$ cat config.mk
export PLATFORM = sky130hd
export DESIGN_NAME = multi_timekeeper
export DESIGN_NICKNAME = d
export VERILOG_FILES = /design/src/rtl/tk_pkg.sv /design/src/rtl/tk_tmr_channel.sv /design/src/rtl/multi_timekeeper.sv
export SDC_FILE = /design/constraint.sdc
export NUM_CORES = 1
export LEC_CHECK = 0
export ABC_AREA = 1
export BUFFER_PORTS_ARGS = -buffer_cell sky130_fd_sc_hd__buf_2
export CORE_MARGIN = 5
export CORE_UTILIZATION = 40
export CTS_CLUSTER_DIAMETER = 80
export DETAILED_ROUTE_END_ITERATION = 6
export GPL_TIMING_DRIVEN = 1
export SYNTH_ARGS = -nofsm -noshare
export SYNTH_HDL_FRONTEND = slang
export SYNTH_SLANG_ARGS = --single-unit
$ cat constraint.sdc
create_clock -name clk -period 4.75 [get_ports clk]
set_clock_uncertainty 0.2 [all_clocks]
set_input_delay 0.2375 -clock clk [delete_from_list [all_inputs] [get_ports clk]]
set_output_delay 0.2375 -clock clk [all_outputs]
set_load 0.1 [all_outputs]
$ cat src/rtl/tk_pkg.sv
// Shared definitions for the multi_timekeeper slice.
//   mode_e   : display/function select encodings
//   hms_t    : packed hours/minutes/seconds time value
//   hms_inc  : +1 s with 23:59:59 -> 00:00:00 wrap
//   hms_dec  : -1 s (caller guarantees a non-zero input)
package tk_pkg;

  typedef enum logic [1:0] {
    MODE_CLK24 = 2'b00,
    MODE_CLK12 = 2'b01,
    MODE_SW    = 2'b10,
    MODE_TMR   = 2'b11
  } mode_e;

  localparam logic [4:0] HOURS_MAX  = 5'd23;
  localparam logic [5:0] MINSEC_MAX = 6'd59;
  localparam logic [4:0] H12_MAX    = 5'd12;

  typedef struct packed {
    logic [4:0] h;
    logic [5:0] m;
    logic [5:0] s;
  } hms_t;

  function automatic hms_t hms_inc(input hms_t t);
    hms_t r;
    r = t;
    if (t.s < MINSEC_MAX) begin
      r.s = t.s + 6'd1;
    end else begin
      r.s = '0;
      if (t.m < MINSEC_MAX) begin
        r.m = t.m + 6'd1;
      end else begin
        r.m = '0;
        r.h = (t.h < HOURS_MAX) ? t.h + 5'd1 : 5'd0;
      end
    end
    return r;
  endfunction

  function automatic hms_t hms_dec(input hms_t t);
    hms_t r;
    r = t;
    if (t.s != 6'd0) begin
      r.s = t.s - 6'd1;
    end else begin
      r.s = MINSEC_MAX;
      if (t.m != 6'd0) begin
        r.m = t.m - 6'd1;
      end else begin
        r.m = MINSEC_MAX;
        r.h = t.h - 5'd1;
      end
    end
    return r;
  endfunction

endpackage

$ cat src/rtl/tk_tmr_channel.sv
// One countdown timer channel.
//   clk_i, rst_ni : clock, asynchronous active-low reset
//   tick_i        : 1 s tick from the shared prescaler
//   load_i        : pulse, load set_i, stop, clear expired
//   run_tgl_i     : pulse, toggle run (ignored at 00:00:00), clear expired
//   set_i         : load value
//   time_o, running_o, expired_o : current channel state
// All control inputs are single-cycle pulses sampled on the rising edge;
// there is no back-pressure.
module tk_tmr_channel
  import tk_pkg::*;
(
  input  logic clk_i,
  input  logic rst_ni,
  input  logic tick_i,
  input  logic load_i,
  input  logic run_tgl_i,
  input  hms_t set_i,
  output hms_t time_o,
  output logic running_o,
  output logic expired_o
);

  hms_t time_q, time_d;
  logic run_q, run_d;
  logic exp_q, exp_d;

  always_comb begin
    time_d = time_q;
    run_d  = run_q;
    exp_d  = exp_q;
    if (load_i) begin
      time_d = set_i;
      run_d  = 1'b0;
      exp_d  = 1'b0;
    end else begin
      // The tick is applied under the run state held before this edge;
      // a toggle arriving in the same cycle acts on the post-tick result.
      if (tick_i && run_q) begin
        time_d = hms_dec(time_q);
        if (time_d == '0) begin
          run_d = 1'b0;
          exp_d = 1'b1;
        end
      end
      if (run_tgl_i) begin
        exp_d = 1'b0;
        if (time_d != '0) run_d = ~run_d;
      end
    end
  end

  always_ff @(posedge clk_i or negedge rst_ni) begin
    if (!rst_ni) begin
      time_q <= '0;
      run_q  <= 1'b0;
      exp_q  <= 1'b0;
    end else begin
      time_q <= time_d;
      run_q  <= run_d;
      exp_q  <= exp_d;
    end
  end

  assign time_o    = time_q;
  assign running_o = run_q;
  assign expired_o = exp_q;

endmodule

$ cat src/rtl/multi_timekeeper.sv
// Multi-function timekeeper: time of day (24 h / 12 h view), stopwatch with
// lap freeze, and NUM_TMR countdown timers sharing one 1 s prescaler.
//   clk, reset          : clock, asynchronous active-low reset
//   mode                : 00 clock24, 01 clock12, 10 stopwatch, 11 timer
//   tmr_sel             : timer channel addressed in mode 11
//   load, run_tgl, lap  : single-cycle command pulses
//   set_hours/mins/secs/pm : load values
//   hours_o..tick_o     : registered display, run state, expiry bits, tick
module multi_timekeeper
  import tk_pkg::*;
#(
  parameter int TICK_DIV = 100000000,
  parameter int NUM_TMR  = 2,
  localparam int SEL_W   = (NUM_TMR > 1) ? $clog2(NUM_TMR) : 1
) (
  input  logic               clk,
  input  logic               reset,
  input  logic [1:0]         mode,
  input  logic [SEL_W-1:0]   tmr_sel,
  input  logic               load,
  input  logic               run_tgl,
  input  logic               lap,
  input  logic [4:0]         set_hours,
  input  logic [5:0]         set_mins,
  input  logic [5:0]         set_secs,
  input  logic               set_pm,
  output logic [4:0]         hours_o,
  output logic [5:0]         mins_o,
  output logic [5:0]         secs_o,
  output logic               pm_o,
  output logic               running_o,
  output logic [NUM_TMR-1:0] expired_o,
  output logic               tick_o
);

  localparam int PW = (TICK_DIV > 1) ? $clog2(TICK_DIV) : 1;
  localparam logic [PW-1:0] PRESC_LAST = PW'(TICK_DIV - 1);

  mode_e mode_s;
  hms_t  set_hms;
  assign mode_s  = mode_e'(mode);
  assign set_hms = '{h: set_hours, m: set_mins, s: set_secs};

  // Prescaler
  logic [PW-1:0] presc_q, presc_d;
  logic          tick;
  assign tick    = (presc_q == PRESC_LAST);
  assign presc_d = tick ? '0 : presc_q + 1'b1;

  // Time-of-day load qualification; an invalid load is dropped entirely.
  logic       fields_ok, tod_load24, tod_load12;
  logic [4:0] h24_from12;
  assign fields_ok  = (set_mins <= MINSEC_MAX) && (set_secs <= MINSEC_MAX);
  assign tod_load24 = load && (mode_s == MODE_CLK24) && (set_hours <= HOURS_MAX) && fields_ok;
  assign tod_load12 = load && (mode_s == MODE_CLK12) && (set_hours != 5'd0) &&
                      (set_hours <= H12_MAX) && fields_ok;
  // 12 AM is hour 0, 12 PM is hour 12, other PM hours get +12.
  assign h24_from12 = (set_hours == H12_MAX) ? (set_pm ? H12_MAX : 5'd0)
                                             : (set_pm ? set_hours + H12_MAX : set_hours);

  hms_t tod_q, tod_d, sw_q, sw_d, snap_q, snap_d;
  logic sw_run_q, sw_run_d, lap_q, lap_d;
  logic is_sw;
  assign is_sw = (mode_s == MODE_SW);

  always_comb begin
    tod_d = tod_q;
    if (tod_load24)      tod_d = set_hms;
    else if (tod_load12) tod_d = '{h: h24_from12, m: set_mins, s: set_secs};
    else if (tick)       tod_d = hms_inc(tod_q);
  end

  always_comb begin
    sw_d     = sw_q;
    sw_run_d = sw_run_q;
    lap_d    = lap_q;
    snap_d   = snap_q;
    if (is_sw && load) begin
      sw_d     = '0;
      sw_run_d = 1'b0;
      lap_d    = 1'b0;
    end else begin
      if (tick && sw_run_q) sw_d = hms_inc(sw_q);
      if (is_sw && run_tgl) sw_run_d = ~sw_run_q;
      // Freeze captures the value shown up to now so the display never jumps.
      if (is_sw && lap && sw_run_q) begin
        lap_d  = ~lap_q;
        snap_d = sw_q;
      end
    end
  end

  // Timer channels
  hms_t               ch_time [NUM_TMR];
  logic [NUM_TMR-1:0] ch_run, ch_exp, ch_load, ch_tgl;

  always_comb begin
    ch_load = '0;
    ch_tgl  = '0;
    for (int i = 0; i < NUM_TMR; i++) begin
      if (mode_s == MODE_TMR && tmr_sel == SEL_W'(i)) begin
        ch_load[i] = load;
        ch_tgl[i]  = run_tgl;
      end
    end
  end

  for (genvar g = 0; g < NUM_TMR; g++) begin : g_ch
    tk_tmr_channel u_ch (
      .clk_i     (clk),
      .rst_ni    (reset),
      .tick_i    (tick),
      .load_i    (ch_load[g]),
      .run_tgl_i (ch_tgl[g]),
      .set_i     (set_hms),
      .time_o    (ch_time[g]),
      .running_o (ch_run[g]),
      .expired_o (ch_exp[g])
    );
  end

  // Display selection
  hms_t disp_t;
  logic disp_pm, disp_run;

  always_comb begin
    disp_t   = tod_q;
    disp_pm  = 1'b0;
    disp_run = 1'b1;
    case (mode_s)
      MODE_CLK12: begin
        if (tod_q.h == 5'd0)         disp_t.h = H12_MAX;
        else if (tod_q.h > H12_MAX)  disp_t.h = tod_q.h - H12_MAX;
        disp_pm = (tod_q.h >= H12_MAX);
      end
      MODE_SW: begin
        disp_t   = lap_q ? snap_q : sw_q;
        disp_run = sw_run_q;
      end
      MODE_TMR: begin
        disp_t   = '0;
        disp_run = 1'b0;
        for (int i = 0; i < NUM_TMR; i++) begin
          if (tmr_sel == SEL_W'(i)) begin
            disp_t   = ch_time[i];
            disp_run = ch_run[i];
          end
        end
      end
      default: ;
    endcase
  end

  hms_t               disp_q;
  logic               pm_q, running_q, tick_q;
  logic [NUM_TMR-1:0] expired_q;

  always_ff @(posedge clk or negedge reset) begin
    if (!reset) begin
      presc_q   <= '0;
      tod_q     <= '0;
      sw_q      <= '0;
      snap_q    <= '0;
      sw_run_q  <= 1'b0;
      lap_q     <= 1'b0;
      disp_q    <= '0;
      pm_q      <= 1'b0;
      running_q <= 1'b0;
      tick_q    <= 1'b0;
      expired_q <= '0;
    end else begin
      presc_q   <= presc_d;
      tod_q     <= tod_d;
      sw_q      <= sw_d;
      snap_q    <= snap_d;
      sw_run_q  <= sw_run_d;
      lap_q     <= lap_d;
      disp_q    <= disp_t;
      pm_q      <= disp_pm;
      running_q <= disp_run;
      tick_q    <= tick;
      expired_q <= ch_exp;
    end
  end

  assign hours_o   = disp_q.h;
  assign mins_o    = disp_q.m;
  assign secs_o    = disp_q.s;
  assign pm_o      = pm_q;
  assign running_o = running_q;
  assign expired_o = expired_q;
  assign tick_o    = tick_q;

endmodule
-- Word level (Yosys, flattened, before mapping)
Cells that the tools add are included.
- register bits: 140
- input bits: 26
- output and inout port bits: 22
- $add $sub $neg: 15
- magnitude comparators: 12
- equal/unequal tests: 9
- mux-type cells: 78
- bitwise logic cells: 6
- reduce and logical (&&, ||, !) cells: 43
- operator list (cell ; count):
    $mux W17 ; 13
    $mux W11 ; 8
    $mux W6 ; 12
    $mux W5 ; 10
    $logic_not A17 Y1 ; 2
    $reduce_bool A17 Y1 ; 2
    $mux W1 ; 30
    $add A27 B1 Y27 const B ; 1
    $eq A27 B27 Y1 const B ; 1
    $mux W27 ; 1
    $add A6 B1 Y6 const B ; 4
    $lt A6 B6 Y1 const B ; 4
    $pmux W12 S2 ; 1
    $reduce_bool A6 Y1 ; 4
    $sub A6 B1 Y6 const B ; 4
    $logic_and A1 B1 Y1 ; 17
    $pmux W5 S3 ; 1
    $reduce_bool A3 Y1 ; 5
    $le A6 B6 Y1 const B ; 2
    $add A5 B1 Y5 const B ; 2
    $lt A5 B5 Y1 const B ; 2
    $reduce_and A2 Y1 ; 5
    $sub A5 B1 Y5 const B ; 2
    $ne A3 B3 Y1 const B ; 2
    18 further kinds ; 28

-- Longest topological paths before layout
- depth after elaboration: 13
- mapped depth: 18

-- Cells and area by module
A second synthesis with hierarchy kept.
- cells, all modules: 1345
- area total of the unflattened synthesis: 9436.6 um2
- modules (own cells, without submodules) (module ; instances ; cells an instance ; area an instance (um2) ; seq. area each (um2)):
    multi_timekeeper ; 1 ; 843 ; 6200.9 ; 2552.4
    tk_tmr_channel ; 2 ; 251 ; 1617.8 ; 475.5

-- Worst setup path after synthesis
Ideal clock, no wire load.
- kind: register to register
- start point: register g_ch[1].u_ch.time_q (netlist bit g_ch[1].u_ch.time_o[0])
- end point: register g_ch[1].u_ch.run_q
- arrival: 2003 ps
- required time: 4431 ps
- path slack: 2428 ps
- cell stages (with the launch flop): 17
- buffers on the path: 1
- path through: dfrtp_1 inv_1 ha_1 inv_1 nor2_1 nand3_1 buf_2 nor2_1 nand2_1 o21ai_1 nand3_1 o21ai_0 nand2_1 nor2_1 nand2_1 a21oi_1 nor2_1
- cells in the longest elaborated chain, start to end: 12
- elaborated cells between the ends (all ways): 19
- those cells by class: add/sub: 1; mux: 14; bitwise: 1; reduce/logical: 3
- ends and longest elaborated chain (item ; RTL line ; source):
    start, declared ; tk_tmr_channel.sv:24 ; hms_t time_q, time_d;
    start signal, assigned ; tk_tmr_channel.sv:59 ; time_q <= time_d;
    $sub A6 B1 Y6 / $reduce_bool A6 Y1 (equally long branches) ; tk_pkg.sv:46, tk_pkg.sv:45 ;
    $mux W6 / $mux W11 (equally long branches) ; tk_pkg.sv:45 ; if (t.s != 6'd0) begin
    $mux W6 / $mux W11 (equally long branches) ; tk_tmr_channel.sv:39 ; if (tick_i && run_q) begin
    $mux W6 / $mux W11 (equally long branches) ; tk_tmr_channel.sv:32 ; if (load_i) begin
    $logic_not A17 Y1 ; tk_tmr_channel.sv:41 ; if (time_d == '0) begin
    $mux W1 ; tk_tmr_channel.sv:41 ;
    $mux W1 ; tk_tmr_channel.sv:39 ;
    $mux W1 ; tk_tmr_channel.sv:32 ;
    $not A1 Y1 ; tk_tmr_channel.sv:48 ; if (time_d != '0) run_d = ~run_d;
    $mux W1 ; tk_tmr_channel.sv:48 ;
    $mux W1 * ; tk_tmr_channel.sv:46 ; if (run_tgl_i) begin
    $mux W1 * ; tk_tmr_channel.sv:32 ;
    via g_ch[1].u_ch.run_d ; tk_tmr_channel.sv:25 ; logic run_q, run_d;
    end signal, assigned ; tk_tmr_channel.sv:60 ; run_q <= run_d;
    end, declared ; tk_tmr_channel.sv:25 ;
Mark *: on every way through the listed nets, which the timed path passes. The rest lies on a longest branch. The select of a mux whose other input is x is not followed.
A chain may end at the register's enable or synchronous reset.

==> results_dict.tcl <==
set metrics [dict create \
    synthAdderAreaFrac_pct 3.30 \
    vias 8144 \
    slew_headroom_pct 23.1 \
    yosysMostFrequentCell "nand2_1" \
    synth.distinct_cells 46 \
    post_cts_buffers 0 \
    portBuffers 47 \
    worstPathRequired_ns 4.82 \
    critical-path-max-stage-delay_ns 0.88 \
    ys_top_cells_by_area "dfrtp_1 40%, nand2_1 12%, o21ai_0 6.7%" \
    grt_pass1_wl_mm 40.9 \
    cp_max_fo 30 \
    syn_area_um2 8710 \
    synthArstFlopShare_pct 100 \
    critPathSlowestCell "nor2_1" \
    clkSinkCount 140 \
    netlist.area_leader.share_pct 40.2 \
    p_leak_uw 0.00487 \
    initial_core_util_pct 40.3 \
    syn_avg_cell_area_um2 7.21 \
    die_w_um 158 \
    overflow 0 \
    ys_ff_latch 140 \
    die-area_um2 24800 \
    grt_pass1_vias 7684 \
    path_clk_slew_ns 0.06 \
    wl_per_cell_um 16.1 \
    fillCellCount 2171 \
    drive_above_1_share_pct 10.1 \
    syn-instance-count 1208 \
    status "complete, no violations" \
    ys_seq_area_share_pct 40.2 \
    synth_xor_area_share_pct 2.11 \
    synth_mux_area_share_pct 0 \
    layout_min_cycle_time_ns 3.19 \
    syn_nets 1257 \
    finalHoldViolCount 0 \
    root_buffer "clkbuf_16" \
    power_density_nw_per_um2 426 \
    core_um2 21600 \
    nNetsFinal 1318 \
    cp_top_family "simple AND/OR/NAND/NOR gates" \
    multi_input_area_um2 4510 \
    place_area_um2 9190 \
    min-delay-path-class "input pin to flip-flop" \
    peakVddDrop_mv 0.349 \
    die_h_um 158 \
    synth_commonest_cells "290 x nand2_1, 143 x inv_1, 140 x dfrtp_1, 134 x nor2_1, 116 x o21ai_0" \
    drv_cap 0 \
    grt_setup_unrepaired "false" \
    finalCritPeriodShare_pct 67.2 \
    place_inst 1509 \
    drtIter0Drc 718 \
    path_depth 9 \
    yosys_warnings 0 \
    holdPathStages 3 \
    crit_arrival_ns 3.26 \
    worstMarginPinSlew_ns 1.15 \
    synth-compound-area-share_pct 14.9 \
    synth_top_cell_by_area "dfrtp_1" \
    first_pass_iters 5 \
    setup_viol 0 \
    drc 0 \
    startpoint_type "input pin" \
    dpl.hpwl_mm 18.7 \
    synth_flop_cell "dfrtp_1" \
    ctsHtreeMaxLevel 4 \
    grt_max_degree 104 \
    diodes 0 \
    synth_edf_count 0 \
    clock_latency_ns 0.42 \
    clk_path_buf_depth 2 \
    synth_top_family_by_area "simple AND/OR/NAND/NOR gates" \
    vias_per_cell 5.22 \
    cts_tree "yes" \
    std_cell_rows 54 \
    routed_wl_mm 25.1 \
    grt_antenna_before_repair 0 \
    final_cell_area_um2 9960 \
    cp-end-kind "flip-flop" \
    ios 48 \
    worstSetupPathType "input pin to flip-flop" \
    place_ws_ns 1.67 \
    finalMaxSlewViolations 0 \
    crit_buf_inv 4 \
    place.gp.congestion 0.888 \
    fmax_mhz 313 \
    drtAntennaViolNets 0 \
    setup_tns_ns 0 \
    setup_ws_ns 1.56 \
    fin_cells 1561 \
    final-seq-area_um2 3500 \
    reg2reg_depth 17 \
    syn_to_final_growth_pct 14.3 \
    synthSimpleGateAreaFrac_pct 31.5 \
    grtUsageTotal_pct 20.8 \
    cts-buffers-inserted 17 \
    crit_chain "dlygate4sd3_1 > buf_2 > nand2_1 > nor2_1 > inv_1 > nor2_1 > inv_1 > nand2_1 > o21ai_0" \
]
placed cells by master (no fill, tap or decap), types with 4 or more instances in the layout:
cell type / n
a21oi_1: 50
a22oi_1: 20
a31oi_1: 11
buf_2: 46
clkbuf_16: 17
dfrtp_1: 140
dlygate4sd3_1: 21
ha_1: 23
inv_1: 143
inv_2: 8
nand2_1: 290
nand2_2: 7
nand3_1: 87
nand3b_1: 4
nand4_1: 25
nor2_1: 134
nor2_2: 14
nor2_4: 4
nor3_1: 21
nor4_1: 5
o211ai_1: 7
o21ai_0: 116
o21ai_1: 6
o21ai_2: 4
o22ai_1: 6
or2_2: 5
xnor2_1: 5
xor2_1: 16
through the flow:
stage | hold slack (ns) | util [%] | power, µW
floorplan | -0.258 | - | 2600
global placement | 0.189 | 42.5 | 2920
detailed placement | 0.193 | 42.5 | 2930
CTS | 0.0207 | 46.1 | 4260
global route | 0.0412 | 46.1 | 4510
finish | 0.0313 | 46.1 | 4250
registers in the layout, summed over array words and instances (netlist names):
name and count:
sw_run_q 1, g_ch.u_ch.running_o 2, pm_o 1, secs_o 6, presc_q 27, g_ch.u_ch.expired_o 2, running_o 1, sw_q 17
lap_q 1, tick_o 1, mins_o 6, hours_o 5, expired_o 2, snap_q 17, g_ch.u_ch.time_o 34, tod_q 17
what timing repair did:
action,CTS,global route
hold endpoints to repair,144,0
hold buffers,21,0
resized for setup,0,0
cell type report:
type | count | area share [%]
inverter | 152 | 5.73
sequential | 140 | 35.2
clock inverter | 11 | 1.13
tap | 280 | 3.52
clock buffer | 20 | 4.48
timing repair buffer | 70 | 4.68
multi-input combinational | 888 | 45.3
cells by family (layout without fill, tap and decap cells):
kind of cell | count (synthesis) | count (layout)
buf+inv | 180 | 253
fa+ha+maj | 23 | 23
compound gates | 231 | 231
simple gates | 613 | 613
flops | 140 | 140
xor+xnor | 21 | 21
power by group:
part	internal, µW	switching [µW]	total [µW]
sequential	1400	209	1610
clock	741	562	1300
combinational	378	959	1340
total	2520	1730	4250
worst register-to-register path: stages, from the launching register on:
cell     delay, ns
dfrtp_1       0.44
inv_1         0.19
ha_1          0.21
inv_1         0.05
nor2_1        0.16
nand3_1       0.39
inv_1         0.35
nand2_1       0.08
nand2_1       0.07
nand3_1       0.07
nand2_1       0.10
nand2_1       0.07
nor2_1        0.12
nand3_1       0.10
nor2_1        0.10
nand2_1       0.07
a21oi_1       0.12
nor2_1        0.06
routing by layer:
| layer | share of wire [%] | GRT usage, % | vias up |
|---|---|---|---|
| met3 | 5.7 | 3.44 | 26 |
| met2 | 44 | 31.8 | 212 |
| met1 | 49 | 31.3 | 3801 |
| met5 | 0 | 0 | - |
| li1 | - | - | 4105 |
| met4 | 1.4 | 4.30 | 0 |
final timing paths:
path                                        startpoint                      to  slack [ns]
worst max-delay path                           mode[1]  g_ch[0].u_ch.time_o[9]        1.56
worst min-delay path                           mode[0]                sw_run_q        0.03
worst max register to register  g_ch[1].u_ch.time_o[0]  g_ch[1].u_ch.running_o        1.69
worst min register to register  g_ch[1].u_ch.expired_o            expired_o[1]        0.21
max in group asynchronous                        reset               snap_q[7]        2.97
min in group asynchronous                        reset              presc_q[2]        0.29
Note: power is estimated with default switching activity, not from simulation.
